### config.mk
export PLATFORM = sky130hd
export DESIGN_NAME = filter_tap_select
export DESIGN_NICKNAME = d
export VERILOG_FILES = /design/src/rtl/filter_tap_select.sv
export SDC_FILE = /design/constraint.sdc
export NUM_CORES = 1
export LEC_CHECK = 0
export ABC_AREA = 0
export CORE_AREA = 2 2 98 100
export CTS_CLUSTER_SIZE = 24
export DETAILED_ROUTE_END_ITERATION = 8
export DIE_AREA = 0 0 100 102
export SKIP_CTS_REPAIR_TIMING = 1
export SLEW_MARGIN = 20
export SYNTH_ARGS = -nofsm -noshare
export SYNTH_HDL_FRONTEND = slang
export SYNTH_SLANG_ARGS = --single-unit
### constraint.sdc
create_clock -name clk -period 5.4 [get_ports clk]
set_clock_uncertainty 0.2 [all_clocks]
set_input_delay 1.08 -clock clk [delete_from_list [all_inputs] [get_ports clk]]
set_output_delay 1.08 -clock clk [all_outputs]
set_load 0.02 [all_outputs]
### src/rtl/filter_tap_select.sv
// Output stage of the image filter chain: selects one of NUM_TAPS synchronised pixel
// streams, with mode/threshold/inversion changes applied only on frame boundaries.
// Optional edge statistics are enabled by defining FILTER_TAP_STATS_EN.
module filter_tap_select #(
  parameter int WIDTH       = 8,
  parameter int NUM_TAPS    = 4,
  parameter int SEL_W       = $clog2(NUM_TAPS),
  parameter int DEF_MODE    = NUM_TAPS - 1,
  parameter int DEF_TH_HIGH = 230,
  parameter int DEF_TH_LOW  = 180,
  parameter int EDGE_LEVEL  = 255,
  parameter int CNT_W       = 17
) (
  input  logic                      clk,
  input  logic                      rstn,
  input  logic [NUM_TAPS-1:0]       i_vsync,
  input  logic [NUM_TAPS-1:0]       i_hsync,
  input  logic [NUM_TAPS-1:0]       i_de,
  input  logic [NUM_TAPS*WIDTH-1:0] i_data,
  input  logic [SEL_W-1:0]          i_mode,
  input  logic [WIDTH-1:0]          i_th_high,
  input  logic [WIDTH-1:0]          i_th_low,
  input  logic                      i_invert,
  output logic                      o_vsync,
  output logic                      o_hsync,
  output logic                      o_de,
  output logic [WIDTH-1:0]          o_data,
  output logic [WIDTH-1:0]          o_th_high,
  output logic [WIDTH-1:0]          o_th_low,
  output logic [SEL_W-1:0]          o_mode_active,
  output logic                      o_switching,
  output logic [15:0]               o_frame_cnt,
  output logic [CNT_W-1:0]          o_edge_cnt,
  output logic                      o_edge_valid
);

  typedef enum logic {ST_RUN = 1'b0, ST_WAIT = 1'b1} state_t;

  localparam logic [SEL_W-1:0] DEF_M  = SEL_W'(DEF_MODE);
  localparam logic [SEL_W:0]   NT     = (SEL_W + 1)'(NUM_TAPS);
  localparam logic [WIDTH-1:0] DEF_TH = WIDTH'(DEF_TH_HIGH);
  localparam logic [WIDTH-1:0] DEF_TL = WIDTH'(DEF_TH_LOW);

  state_t           state_q, state_nxt;
  logic [SEL_W-1:0] mode_nxt;
  logic             vs_prev;
  logic             started_q, started_nxt;
  logic             inv_q, inv_eff;
  logic             fb;
  logic             mode_ok;
  logic             sel_vs, sel_de;
  logic [WIDTH-1:0] sel_data;
  logic             nxt_vs, nxt_hs;
  logic             de_nxt;
  logic [WIDTH-1:0] data_nxt;

  // Current tap: drives frame-boundary detection and pixel data
  always_comb begin
    sel_vs   = 1'b0;
    sel_de   = 1'b0;
    sel_data = '0;
    for (int unsigned k = 0; k < NUM_TAPS; k++) begin
      if (o_mode_active == SEL_W'(k)) begin
        sel_vs   = i_vsync[k];
        sel_de   = i_de[k];
        sel_data = i_data[k*WIDTH +: WIDTH];
      end
    end
  end

  assign fb      = sel_vs & ~vs_prev;
  assign mode_ok = ({1'b0, i_mode} < NT) && (i_mode != o_mode_active);

  always_comb begin
    state_nxt = state_q;
    mode_nxt  = o_mode_active;
    if (state_q == ST_RUN) begin
      if (fb && mode_ok) begin
        mode_nxt  = i_mode;
        state_nxt = ST_WAIT;
      end
    end else if (fb) begin
      state_nxt = ST_RUN;
    end
  end

  // Syncs and the vsync history follow the tap selected for the next cycle, so the
  // new tap's first rising vsync after a switch is seen against its own history.
  always_comb begin
    nxt_vs = 1'b0;
    nxt_hs = 1'b0;
    for (int unsigned k = 0; k < NUM_TAPS; k++) begin
      if (mode_nxt == SEL_W'(k)) begin
        nxt_vs = i_vsync[k];
        nxt_hs = i_hsync[k];
      end
    end
  end

  // Pixels pass only in steady RUN, and only once a boundary has been seen since reset;
  // the boundary cycle's pixel already belongs to the new frame and its inversion.
  always_comb begin
    started_nxt = started_q | fb;
    inv_eff     = fb ? i_invert : inv_q;
    de_nxt      = started_nxt && (state_q == ST_RUN) && (state_nxt == ST_RUN) && sel_de;
    data_nxt    = de_nxt ? (inv_eff ? ~sel_data : sel_data) : '0;
  end

  always_ff @(posedge clk) begin
    if (!rstn) begin
      state_q       <= ST_RUN;
      o_mode_active <= DEF_M;
      vs_prev       <= i_vsync[DEF_MODE];
      started_q     <= 1'b0;
      inv_q         <= 1'b0;
      o_th_high     <= DEF_TH;
      o_th_low      <= DEF_TL;
      o_frame_cnt   <= '0;
      o_vsync       <= 1'b0;
      o_hsync       <= 1'b0;
      o_de          <= 1'b0;
      o_data        <= '0;
      o_switching   <= 1'b0;
    end else begin
      state_q       <= state_nxt;
      o_mode_active <= mode_nxt;
      vs_prev       <= nxt_vs;
      started_q     <= started_nxt;
      if (fb) begin
        inv_q       <= i_invert;
        o_th_high   <= i_th_high;
        o_th_low    <= (i_th_low > i_th_high) ? i_th_high : i_th_low;
        o_frame_cnt <= o_frame_cnt + 16'd1;
      end
      o_vsync     <= nxt_vs;
      o_hsync     <= nxt_hs;
      o_de        <= de_nxt;
      o_data      <= data_nxt;
      o_switching <= (state_nxt == ST_WAIT);
    end
  end

`ifdef FILTER_TAP_STATS_EN
  localparam logic [WIDTH-1:0] EDGE_L = WIDTH'(EDGE_LEVEL);

  logic [CNT_W-1:0] acc_q;
  logic             is_edge;

  assign is_edge = de_nxt && (data_nxt >= EDGE_L);

  // The first boundary after reset closes a frame that was never fully observed,
  // so it only restarts the accumulator.
  always_ff @(posedge clk) begin
    if (!rstn) begin
      acc_q        <= '0;
      o_edge_cnt   <= '0;
      o_edge_valid <= 1'b0;
    end else begin
      o_edge_valid <= 1'b0;
      if (fb) begin
        acc_q <= CNT_W'(is_edge);
        if (started_q) begin
          o_edge_cnt   <= acc_q;
          o_edge_valid <= 1'b1;
        end
      end else if (is_edge && (acc_q != '1)) begin
        acc_q <= acc_q + 1'b1;
      end
    end
  end
`else
  assign o_edge_cnt   = '0;
  assign o_edge_valid = 1'b0;
`endif

endmodule
==> impl_table.tex, run 1 <==
\begin{tabular}{lr}
\hline
Metric & Value \\
\hline
\multicolumn{2}{l}{\textbf{Finish}} \\
Post-layout instance count excluding filler cells & 499 \\
Fraction of final layout cells with drive strength greater than 1 & 7.99\% \\
\# fillers & around 890 \\
Nets & 461 \\
Area taken by flip-flops and latches & between 900 and 1000 µm² \\
Area Overhead vs Synth & 45.2\% \\
Multi-input gate area in the final layout & about 1500 µm² \\
Ant. Diodes & 0 \\
\multicolumn{2}{l}{\textbf{Detailed routing}} \\
Antenna Nets Post-Route & 0 \\
Detailed-route wire length & approximately 6700 µm \\
Drt via density & roughly 4.6 \\
Post-detailed-route DRC marker count & 0 \\
Average detailed-routed wire length per instance & 13.5 µm \\
DR pass1 iterations & 4 \\
Drt initial violations & 45 \\
Count of vias placed by the detailed router & 2,274 \\
\multicolumn{2}{l}{\textbf{Synth}} \\
Register bit count reported by yosys & 49 \\
Syn. warnings & 0 \\
Count of different cell masters after synthesis & 39 \\
Cell type with the highest aggregate area in the netlist & dfxtp\_1 \\
EDFF count, synth & 0 \\
Cells taking the most area after synthesis & dfxtp\_1, mux4\_2, buf\_4 \\
Per-instance average area after synthesis & about 9.5 µm² \\
Most frequent cell after synthesis & dfxtp\_1 \\
Synth top area share & between 30 and 40\% \\
Cell count after synthesis & $\sim$280 \\
Summed instance area of the synthesized netlist & about 2700 µm² \\
Top FF cell, synth & dfxtp\_1 \\
Part of the Yosys area used for sequential elements & a little over a third \\
Share of synthesized registers carrying an async set or reset & 0\% \\
Top cells by count, synth & dfxtp\_1, nand2\_1, buf\_4, nor2\_1, inv\_1 \\
\multicolumn{2}{l}{\textbf{Placed design}} \\
Instance count after placement with tap cells included & 491 \\
Global placer's final weighted congestion & $\sim$0.9 \\
Minimum setup slack after placement & 1560 ps \\
DPL Wire Length & roughly 5300 µm \\
Port buffer count & 110 \\
\multicolumn{2}{l}{\textbf{GRT}} \\
Total grt overflow & 0 \\
Global-route wire length before repair & approximately 10,000 µm \\
Initial antenna violation count & 0 \\
Total routing resource utilization after global routing & around an eighth \\
Maximum number of pins on one net before global-route repair & 42 \\
Via count of the first global-routing pass & 2,196 \\
\multicolumn{2}{l}{\textbf{Run status}} \\
Result of the run & finished, final reports clean \\
\multicolumn{2}{l}{\textbf{STA}} \\
Achievable Freq & $\sim$290 MHz \\
Endpoints failing hold & 0 \\
Number of setup violations in the final report & 0 \\
Final worst setup slack & roughly 1900 ps \\
Worst hold margin & between 200 and 300 ps \\
Transition time of the tightest slew-check pin & 878 ps \\
Setup repair after global routing missed its margin & no \\
Rel. slew slack & just over 40\% \\
Final Cycle Share & roughly 64\% \\
Final worst path period need & 3480 ps \\
Slew Limit Fails & 0 \\
Total negative setup slack & 0 ps \\
\multicolumn{2}{l}{\textbf{Floorplanning}} \\
Vertical extent of the die & between 100 and 150 µm \\
Die W & around 100 µm \\
Placeable core region & just over 9000 µm² \\
Top-level I/O count & approximately 130 \\
Starting density of the core & between 20\% and 30\% \\
Die area & roughly 10,000 µm² \\
Standard-cell row count & 35 \\
\multicolumn{2}{l}{\textbf{Critical path}} \\
Reg2Reg Setup Slack & about 2200 ps \\
Startpoint Class & primary input \\
Critical register-to-register path startpoint & o\_mode\_active[0] \\
Endpoint of the worst register-to-register path & o\_data[1] \\
Type of the setup path with the least slack & primary input to flip-flop \\
Element type at the critical path end & flip-flop \\
Worst-path fanout max & 21 \\
Crit path DAT & around 3500 ps \\
Data required time at the worst endpoint & 5440 ps \\
Cell count of the worst reg-to-reg path & 5 \\
\multicolumn{2}{l}{\textbf{Power}} \\
Leakage power & 1.57 nW \\
Cell area power density & approximately 280 nW/µm² \\
Worst ir drop on vdd & about 150 µV \\
\multicolumn{2}{l}{\textbf{Min path}} \\
Cell depth of the worst min-delay path & 2 \\
Startpoint of the worst hold path & started\_q \\
Hold Path Class & flip-flop to flip-flop \\
Capture endpoint of the worst hold path & started\_q \\
\multicolumn{2}{l}{\textbf{CTS}} \\
Clk sink count & slightly below 50 \\
TritonCTS clock tree & done \\
Clk pin slew, worst setup/hold paths & around 90 ps \\
Clock insertion delay at the later pin of the skew report & approximately 300 ps \\
Number of buffers inserted during clock tree synthesis & 5 \\
H-tree Lvls & 2 \\
Clk buf depth & 2 \\
Clk Tree Root Cell & clkbuf\_8 \\
\multicolumn{2}{l}{\textbf{Flow run}} \\
Max Cap Violations & 0 \\
\hline
\end{tabular}
sequential cells by signal, summed over array words and instances, names as in the netlist, 2 cells and up:
| register | count |
|---|---|
| o_th_low | 8 |
| o_mode_active | 2 |
| o_th_high | 8 |
| o_frame_cnt | 16 |
| o_data | 8 |
critical path, cell delays in order:
cell and delay (ps):
clkdlybuf4s50_1 470, mux4_2 520, nand2b_1 590, a211oi_1 150, or4b_4 590, nor2_1 120
layout by cell type (no fill, tap or decap), types with 11 or more instances in the layout:
cell	Yosys	routed
o21ai_0	13	13
nor2_1	16	16
a21oi_1	13	13
mux4_2	11	11
inv_1	14	14
conb_1	1	18
clkdlybuf4s50_1	0	110
dfxtp_1	49	49
nand2_1	28	28
and2_1	13	13
xnor2_1	11	11
final cells by class:
type,instances,area share [%]
clock inverter,1,0.129
inverter,14,1.35
timing repair buffer,112,28.7
multi-input combinational,205,38.5
tap,111,3.57
sequential,49,25.2
clock buffer,7,2.48
how the worst max path moves through the flow:
stage,from,to,slack [ps],cells past startpoint
after CTS,i_vsync[3],o_data[5],1880,6
after global placement,i_vsync[3],o_data[1],1660,6
final,i_vsync[3],o_data[1],1920,6
after global routing,i_vsync[3],o_data[0],1720,6
after detailed placement,i_vsync[3],o_data[5],1560,6
after floorplan,i_th_high[2],o_th_low[0],2330,9
per-stage QoR:
stage | total power (W) | area, µm² | util [%]
2_1_floorplan | 0.000722 | 2740 | -
3_3_place_gp | 0.000875 | 3790 | 41.6
3_5_place_dp | 0.000880 | 3790 | 41.6
4_1_cts | 0.00112 | 3890 | 42.7
5_1_grt | 0.00117 | 3890 | 42.7
6_report | 0.00110 | 3890 | 42.7
power by group:
group,internal [W],leakage [nW],switching [W]
combinational,0.000216,1.12,0.000200
clock,0.000116,0.0542,0.000118
sequential,0.000407,0.400,0.0000420
total,0.000739,1.57,0.000360
layer usage:
metal  routed length, µm  part of all wire [%]  up-vias  global-route usage, %
li1                    -                     -     1154                      -
met3                 468                   7.0        7                   4.38
met2                3370                    50       69                   22.0
met1                2810                    42     1044                   15.6
met4                  78                   1.2        0                   3.79
met5                   0                     0        -                      0
cell families (layout without fill, tap and decap cells):
family | after synthesis | count (layout) | share of synthesized area [%]
buffers and inverters | 46 | 134 | 9.91
DFF | 49 | 49 | 36.6
other | 1 | 18 | 0.140
muxes | 22 | 22 | 14.0
and+or+nand+nor | 83 | 83 | 15.8
adders and majority gates | 9 | 9 | 4.21
xor gates and xnor gates | 21 | 21 | 6.87
AOI/OAI and AO/OA | 52 | 52 | 12.5
No activity file was read; power rests on OpenSTA's default activity.
==> inputs of run 2 (changes only) <==
==> constraint.sdc (replaced) <==
create_clock -name clk -period 3.1 [get_ports clk]
set_clock_uncertainty 0.2 [all_clocks]
set_input_delay 0.62 -clock clk [delete_from_list [all_inputs] [get_ports clk]]
set_output_delay 0.62 -clock clk [all_outputs]
set_load 0.02 [all_outputs]
==> run 2 against run 1 <==
Clock power is 99% higher. Critical path depth is 1 higher. Global-route usage shrank 0.19 points. Non-clock buffer count is 6 higher. Final area up 1.9%. Total power up 82%. Combinational power up 86%. Sequential share of layout area decreased by 0.46 points. Die area unchanged. Core utilization increased by 0.80 points.
==> impl_table.tex, run 2 (same netlist as run 1, synthesis figures left out) <==
\begin{tabular}{lr}
\hline
Metric & Value \\
\hline
\multicolumn{2}{l}{\textbf{Run status}} \\
Result of the run & finished, final reports clean \\
\multicolumn{2}{l}{\textbf{STA}} \\
Total negative setup slack & 0 ps (unchanged) \\
Achievable Freq & around 380 MHz \\
Endpoints failing hold & 0 (unchanged) \\
Number of setup violations in the final report & 0 (unchanged) \\
Setup repair after global routing missed its margin & no \\
Final worst path period need & about 2700 ps \\
Slew Limit Fails & 0 (unchanged) \\
Final Cycle Share & between 80\% and 90\% \\
Worst hold margin & 262 ps (+1.52 ps) \\
\multicolumn{2}{l}{\textbf{Detailed routing}} \\
Drt initial violations & 33 (-27\%) \\
DR pass1 iterations & 4 (unchanged) \\
Detailed-route wire length & 6810 µm (+1.2\%) \\
Count of vias placed by the detailed router & 2,287 (+0.57\%) \\
Post-detailed-route DRC marker count & 0 (unchanged) \\
Drt via density & 4.53 (-0.62\%) \\
Antenna Nets Post-Route & 0 (unchanged) \\
Average detailed-routed wire length per instance & 13.5 µm (about the same) \\
\multicolumn{2}{l}{\textbf{CTS}} \\
TritonCTS clock tree & done \\
Number of buffers inserted during clock tree synthesis & 5 (unchanged) \\
Clk sink count & 49 (unchanged) \\
Clk buf depth & 2 (unchanged) \\
Clk pin slew, worst setup/hold paths & 90 ps (about the same) \\
H-tree Lvls & 2 (unchanged) \\
Clk Tree Root Cell & clkbuf\_8 \\
Clock insertion delay at the later pin of the skew report & 290 ps (about the same) \\
\multicolumn{2}{l}{\textbf{Floorplanning}} \\
Top-level I/O count & 129 (unchanged) \\
Placeable core region & 9110 µm² (unchanged) \\
Die area & 10,200 µm² (unchanged) \\
Starting density of the core & 29.4\% (unchanged) \\
Standard-cell row count & 35 (unchanged) \\
Die W & 100 µm (unchanged) \\
Vertical extent of the die & 102 µm (unchanged) \\
\multicolumn{2}{l}{\textbf{Power}} \\
Switching share of power & 31.5\% (-1.3 points) \\
Cell area power density & 504 nW/µm² (+78\%) \\
Proportion of power drawn by flip-flops and latches & 37.9\% (-3.0 points) \\
Leakage power & 1.60 nW (+2.2\%) \\
Net switching power & 0.000629 W (+75\%) \\
Internal power & 0.00137 W (+85\%) \\
Tot Pwr & 0.00200 W (+82\%) \\
Relative contribution of combinational cells to total power & 38.8\% (+0.9 points) \\
Worst ir drop on vdd & 235 µV (+53\%) \\
Share of total power in the clock network & 23.3\% (+2.0 points) \\
\multicolumn{2}{l}{\textbf{GRT}} \\
Maximum number of pins on one net before global-route repair & 41 (-2.4\%) \\
Initial antenna violation count & 0 (unchanged) \\
Via count of the first global-routing pass & 2,155 (-1.9\%) \\
Total routing resource utilization after global routing & 12.8\% (-0.19 points) \\
Total grt overflow & 0 (unchanged) \\
Global-route wire length before repair & 10,300 µm (-1.1\%) \\
\multicolumn{2}{l}{\textbf{Critical path}} \\
Crit path DAT & 2650 ps (-870 ps) \\
Worst-path fanout max & 24 (+14\%) \\
Element type at the critical path end & flip-flop \\
Type of the setup path with the least slack & primary input to flip-flop \\
Startpoint Class & primary input \\
Data required time at the worst endpoint & 3090 ps (-2350 ps) \\
\multicolumn{2}{l}{\textbf{Min path}} \\
Hold Path Class & flip-flop to flip-flop \\
\multicolumn{2}{l}{\textbf{Finish}} \\
Commonest non-fill, non-tap cell in the layout & clkdlybuf4s50\_1 \\
Ant. Diodes & 0 (unchanged) \\
Largest register FFs & 16 (unchanged) \\
Nets & 467 (+1.3\%) \\
Cell area after layout & 3960 µm² (+1.9\%) \\
Area Overhead vs Synth & 47.9\% \\
Fraction of final layout cells with drive strength greater than 1 & 9.14\% (+1.1 points) \\
Core utilization of the finished layout & 43.5\% (+0.80 points) \\
Commonest non-fill, non-tap cells in the layout & clkdlybuf4s50\_1, dfxtp\_1, nand2\_1, conb\_1, nor2\_1 \\
Largest reg by FF count & o\_frame\_cnt \\
\multicolumn{2}{l}{\textbf{Flow run}} \\
Max Cap Violations & 0 (unchanged) \\
\multicolumn{2}{l}{\textbf{Placed design}} \\
Port buffer count & 110 (unchanged) \\
Post-DP Area & 3840 µm² (+1.5\%) \\
DPL Wire Length & 5340 µm (+1.4\%) \\
Global placer's final weighted congestion & 0.828 (-5.5\%) \\
\hline
\end{tabular}
-- run 2: changes by cell type in the layout (fill, tap and decap cells not counted) --
cell,delta
buf_4,+5
buf_12,+1
bufinv_16,+1
clkbuf_1,+1
clkbuf_8,-1
clkinv_2,-1
-- run 2: power groups by stage --
stage                     Combinational [W]  Sequential [W]  Clock (W)
after floorplan                    0.000406        0.000852          0
after global placement             0.000774        0.000772          0
after detailed placement           0.000783        0.000771          0
after CTS                          0.000786        0.000758   0.000488
after global routing               0.000845        0.000768   0.000511
final                              0.000775        0.000757   0.000466
-- run 2: final cells by class --
cell class              instances  area (µm²)
clock buffers                   7        86.3
multi-input cells             205        1500
repair buffers                118        1170
well taps                     111         139
fillers                       917        5150
inverters                      14        52.6
clock inverters                 1        30.0
flip-flops and latches         49         981
-- run 2: metrics by stage --
stage          std cells  setup slack (ps)
6_report             505               444
5_1_grt              505               307
4_1_cts              505               446
3_5_place_dp         497               126
3_3_place_gp         497               179
2_1_floorplan        300               492
-- run 2: per-layer routing --
layer | part of all wire (%) | up-vias | global-route usage [%]
met5 | 0 | - | 0
met4 | 1.6 | 0 | 4.32
met3 | 5.9 | 9 | 3.08
met2 | 49 | 71 | 22.0
met1 | 43 | 1040 | 15.7
li1 | - | 1167 | -
-- run 2: worst paths after layout --
check                                       from            to  slack [ps]  depth (start not counted)
worst min-delay path                o_th_high[4]  o_th_high[4]         260                          2
worst max-delay path                  i_vsync[3]     o_data[3]         440                          7
worst min register to register      o_th_high[4]  o_th_high[4]         260                          2
worst max register to register  o_mode_active[0]       o_hsync         840                          7
-- run 2: critical path: stages --
cell and delay (ps):
clkdlybuf4s50_1 480, mux4_2 520, nor2b_2 190, buf_12 160
mux2i_4 400, xor2_1 210, nor2_1 60
==> inputs of run 3 (changes only) <==
--- a/config.mk
+++ b/config.mk
@@ -10,6 +10,7 @@
 export CTS_CLUSTER_SIZE = 24
 export DETAILED_ROUTE_END_ITERATION = 8
 export DIE_AREA = 0 0 100 102
+export MAX_ROUTING_LAYER = met4
 export SKIP_CTS_REPAIR_TIMING = 1
 export SLEW_MARGIN = 20
 export SYNTH_ARGS = -nofsm -noshare
==> run 3 against run 2 <==
Register-to-register slack is essentially flat. Fmax hardly changed. Die area did not move. Sequential cell count is the same. Total power increased by 0.15%. Sequential share of layout area is the same. Largest power group unchanged.
==> impl_table.tex, run 3 (same netlist as run 1, synthesis figures left out) <==
\begin{tabular}{lr}
\hline
Metric & Value \\
\hline
\multicolumn{2}{l}{\textbf{Power}} \\
Cell area power density & 505 nW/µm² (+0.15\%) \\
Worst ir drop on vdd & 234 µV (about the same) \\
Leakage power & 1.60 nW (unchanged) \\
\multicolumn{2}{l}{\textbf{Finish}} \\
Core utilization of the finished layout & 43.5\% (unchanged) \\
Commonest non-fill, non-tap cells in the layout & clkdlybuf4s50\_1, dfxtp\_1, nand2\_1, conb\_1, nor2\_1 \\
\# fillers & 917 (unchanged) \\
Area taken by flip-flops and latches & 981 µm² (unchanged) \\
Cell area after layout & 3960 µm² (unchanged) \\
Commonest non-fill, non-tap cell in the layout & clkdlybuf4s50\_1 \\
Largest reg by FF count & o\_frame\_cnt \\
Post-layout instance count excluding filler cells & 505 (unchanged) \\
Area Overhead vs Synth & 47.9\% (unchanged) \\
Fraction of final layout cells with drive strength greater than 1 & 9.14\% (unchanged) \\
Nets & 467 (unchanged) \\
Largest register FFs & 16 (unchanged) \\
Multi-input gate area in the final layout & 1500 µm² (unchanged) \\
Ant. Diodes & 0 (unchanged) \\
\multicolumn{2}{l}{\textbf{Floorplanning}} \\
Standard-cell row count & 35 (unchanged) \\
Top-level I/O count & 129 (unchanged) \\
Die area & 10,200 µm² (unchanged) \\
Die W & 100 µm (unchanged) \\
Placeable core region & 9110 µm² (unchanged) \\
Starting density of the core & 29.4\% (unchanged) \\
Vertical extent of the die & 102 µm (unchanged) \\
\multicolumn{2}{l}{\textbf{Detailed routing}} \\
Count of vias placed by the detailed router & 2,288 (+0.044\%) \\
Post-detailed-route DRC marker count & 0 (unchanged) \\
Antenna Nets Post-Route & 0 (unchanged) \\
Average detailed-routed wire length per instance & 13.5 µm (unchanged) \\
Detailed-route wire length & 6810 µm (unchanged) \\
Drt initial violations & 34 (+3.0\%) \\
DR pass1 iterations & 4 (unchanged) \\
Drt via density & 4.53 (about the same) \\
\multicolumn{2}{l}{\textbf{STA}} \\
Total negative setup slack & 0 ps (unchanged) \\
Worst hold margin & 262 ps (+0.231 ps) \\
Number of setup violations in the final report & 0 (unchanged) \\
Setup repair after global routing missed its margin & no \\
Endpoints failing hold & 0 (unchanged) \\
Achievable Freq & 377 MHz (about the same) \\
Final worst path period need & 2650 ps (-2.10 ps) \\
Slew Limit Fails & 0 (unchanged) \\
Final Cycle Share & 85.6\% (about the same) \\
\multicolumn{2}{l}{\textbf{GRT}} \\
Total grt overflow & 0 (unchanged) \\
Via count of the first global-routing pass & 2,166 (+0.51\%) \\
Global-route wire length before repair & 10,300 µm (-0.20\%) \\
Maximum number of pins on one net before global-route repair & 41 (unchanged) \\
Total routing resource utilization after global routing & 13.1\% (+0.38 points) \\
Initial antenna violation count & 0 (unchanged) \\
\multicolumn{2}{l}{\textbf{Critical path}} \\
Slowest-stage cell, CP & mux4\_2 \\
Startpoint Class & primary input \\
Largest stage delay on the critical path & 520 ps (about the same) \\
Element type at the critical path end & flip-flop \\
Data required time at the worst endpoint & 3090 ps (about the same) \\
Cell Chain, Critical Path & clkdlybuf4s50\_1 > mux4\_2 > nor2b\_2 > buf\_12 > mux2i\_4 > xor2\_1 > nor2\_1 \\
Crit path DAT & 2650 ps (about the same) \\
Worst-path fanout max & 24 (unchanged) \\
Type of the setup path with the least slack & primary input to flip-flop \\
\multicolumn{2}{l}{\textbf{Placed design}} \\
Port buffer count & 110 (unchanged) \\
Global placer's final weighted congestion & 0.841 (+1.5\%) \\
DPL Wire Length & 5340 µm (unchanged) \\
Instance count after placement with tap cells included & 497 (unchanged) \\
Post-DP Area & 3840 µm² (unchanged) \\
\multicolumn{2}{l}{\textbf{CTS}} \\
Clk sink count & 49 (unchanged) \\
Clk pin slew, worst setup/hold paths & 90 ps (about the same) \\
Number of buffers inserted during clock tree synthesis & 5 (unchanged) \\
Clk buf depth & 2 (unchanged) \\
Clock insertion delay at the later pin of the skew report & 290 ps (about the same) \\
H-tree Lvls & 2 (unchanged) \\
TritonCTS clock tree & done \\
Clk Tree Root Cell & clkbuf\_8 \\
\multicolumn{2}{l}{\textbf{Run status}} \\
Result of the run & finished, final reports clean \\
\multicolumn{2}{l}{\textbf{Min path}} \\
Hold Path Class & flip-flop to flip-flop \\
\multicolumn{2}{l}{\textbf{Flow run}} \\
Max Cap Violations & 0 (unchanged) \\
\hline
\end{tabular}
[run 3: final timing paths]
| kind | start | to | slack, ps | depth (start not counted) |
|---|---|---|---|---|
| setup reg to reg | o_mode_active[0] | o_hsync | 850 | 7 |
| setup / recovery | i_vsync[3] | o_data[3] | 450 | 7 |
| hold reg to reg | o_th_high[4] | o_th_high[4] | 260 | 2 |
| hold / removal | o_th_high[4] | o_th_high[4] | 260 | 2 |
[run 3: area by class of cell]
cell class / count / share of cell area (%)
tap: 111 / 3.51
sequential: 49 / 24.8
inverter: 14 / 1.33
clock inverter: 1 / 0.758
timing repair buffer: 118 / 29.6
multi-input combinational: 205 / 37.8
clock buffer: 7 / 2.18
[run 3: report_power, final]
group	switching (W)	leakage, nW	internal (W)	total [W]
registers	0.0000476	0.400	0.000709	0.000757
logic	0.000379	1.15	0.000396	0.000775
clock network	0.000205	0.0585	0.000263	0.000469
[run 3: per-layer routing]
metal | vias to the layer above | GRT usage [%] | wire [µm]
met1 | 1041 | 16.0 | 2980
met4 | 0 | 4.32 | 107
li1 | 1167 | - | -
met5 | - | - | 0
met2 | 71 | 21.9 | 3350
met3 | 9 | 2.67 | 371
[run 3: stage by stage]
step | total power, W | worst slack [ps]
3_3_place_gp | 0.00155 | 179
6_report | 0.00200 | 446
2_1_floorplan | 0.00126 | 492
4_1_cts | 0.00203 | 446
3_5_place_dp | 0.00155 | 126
5_1_grt | 0.00212 | 307
[run 3: critical path, delay by kind of cell]
family / cells / cell delay [ps]
XOR/XNOR: 1 / 210
AND/OR/NAND/NOR: 2 / 250
multiplexers: 2 / 920
buffers and inverters: 2 / 640
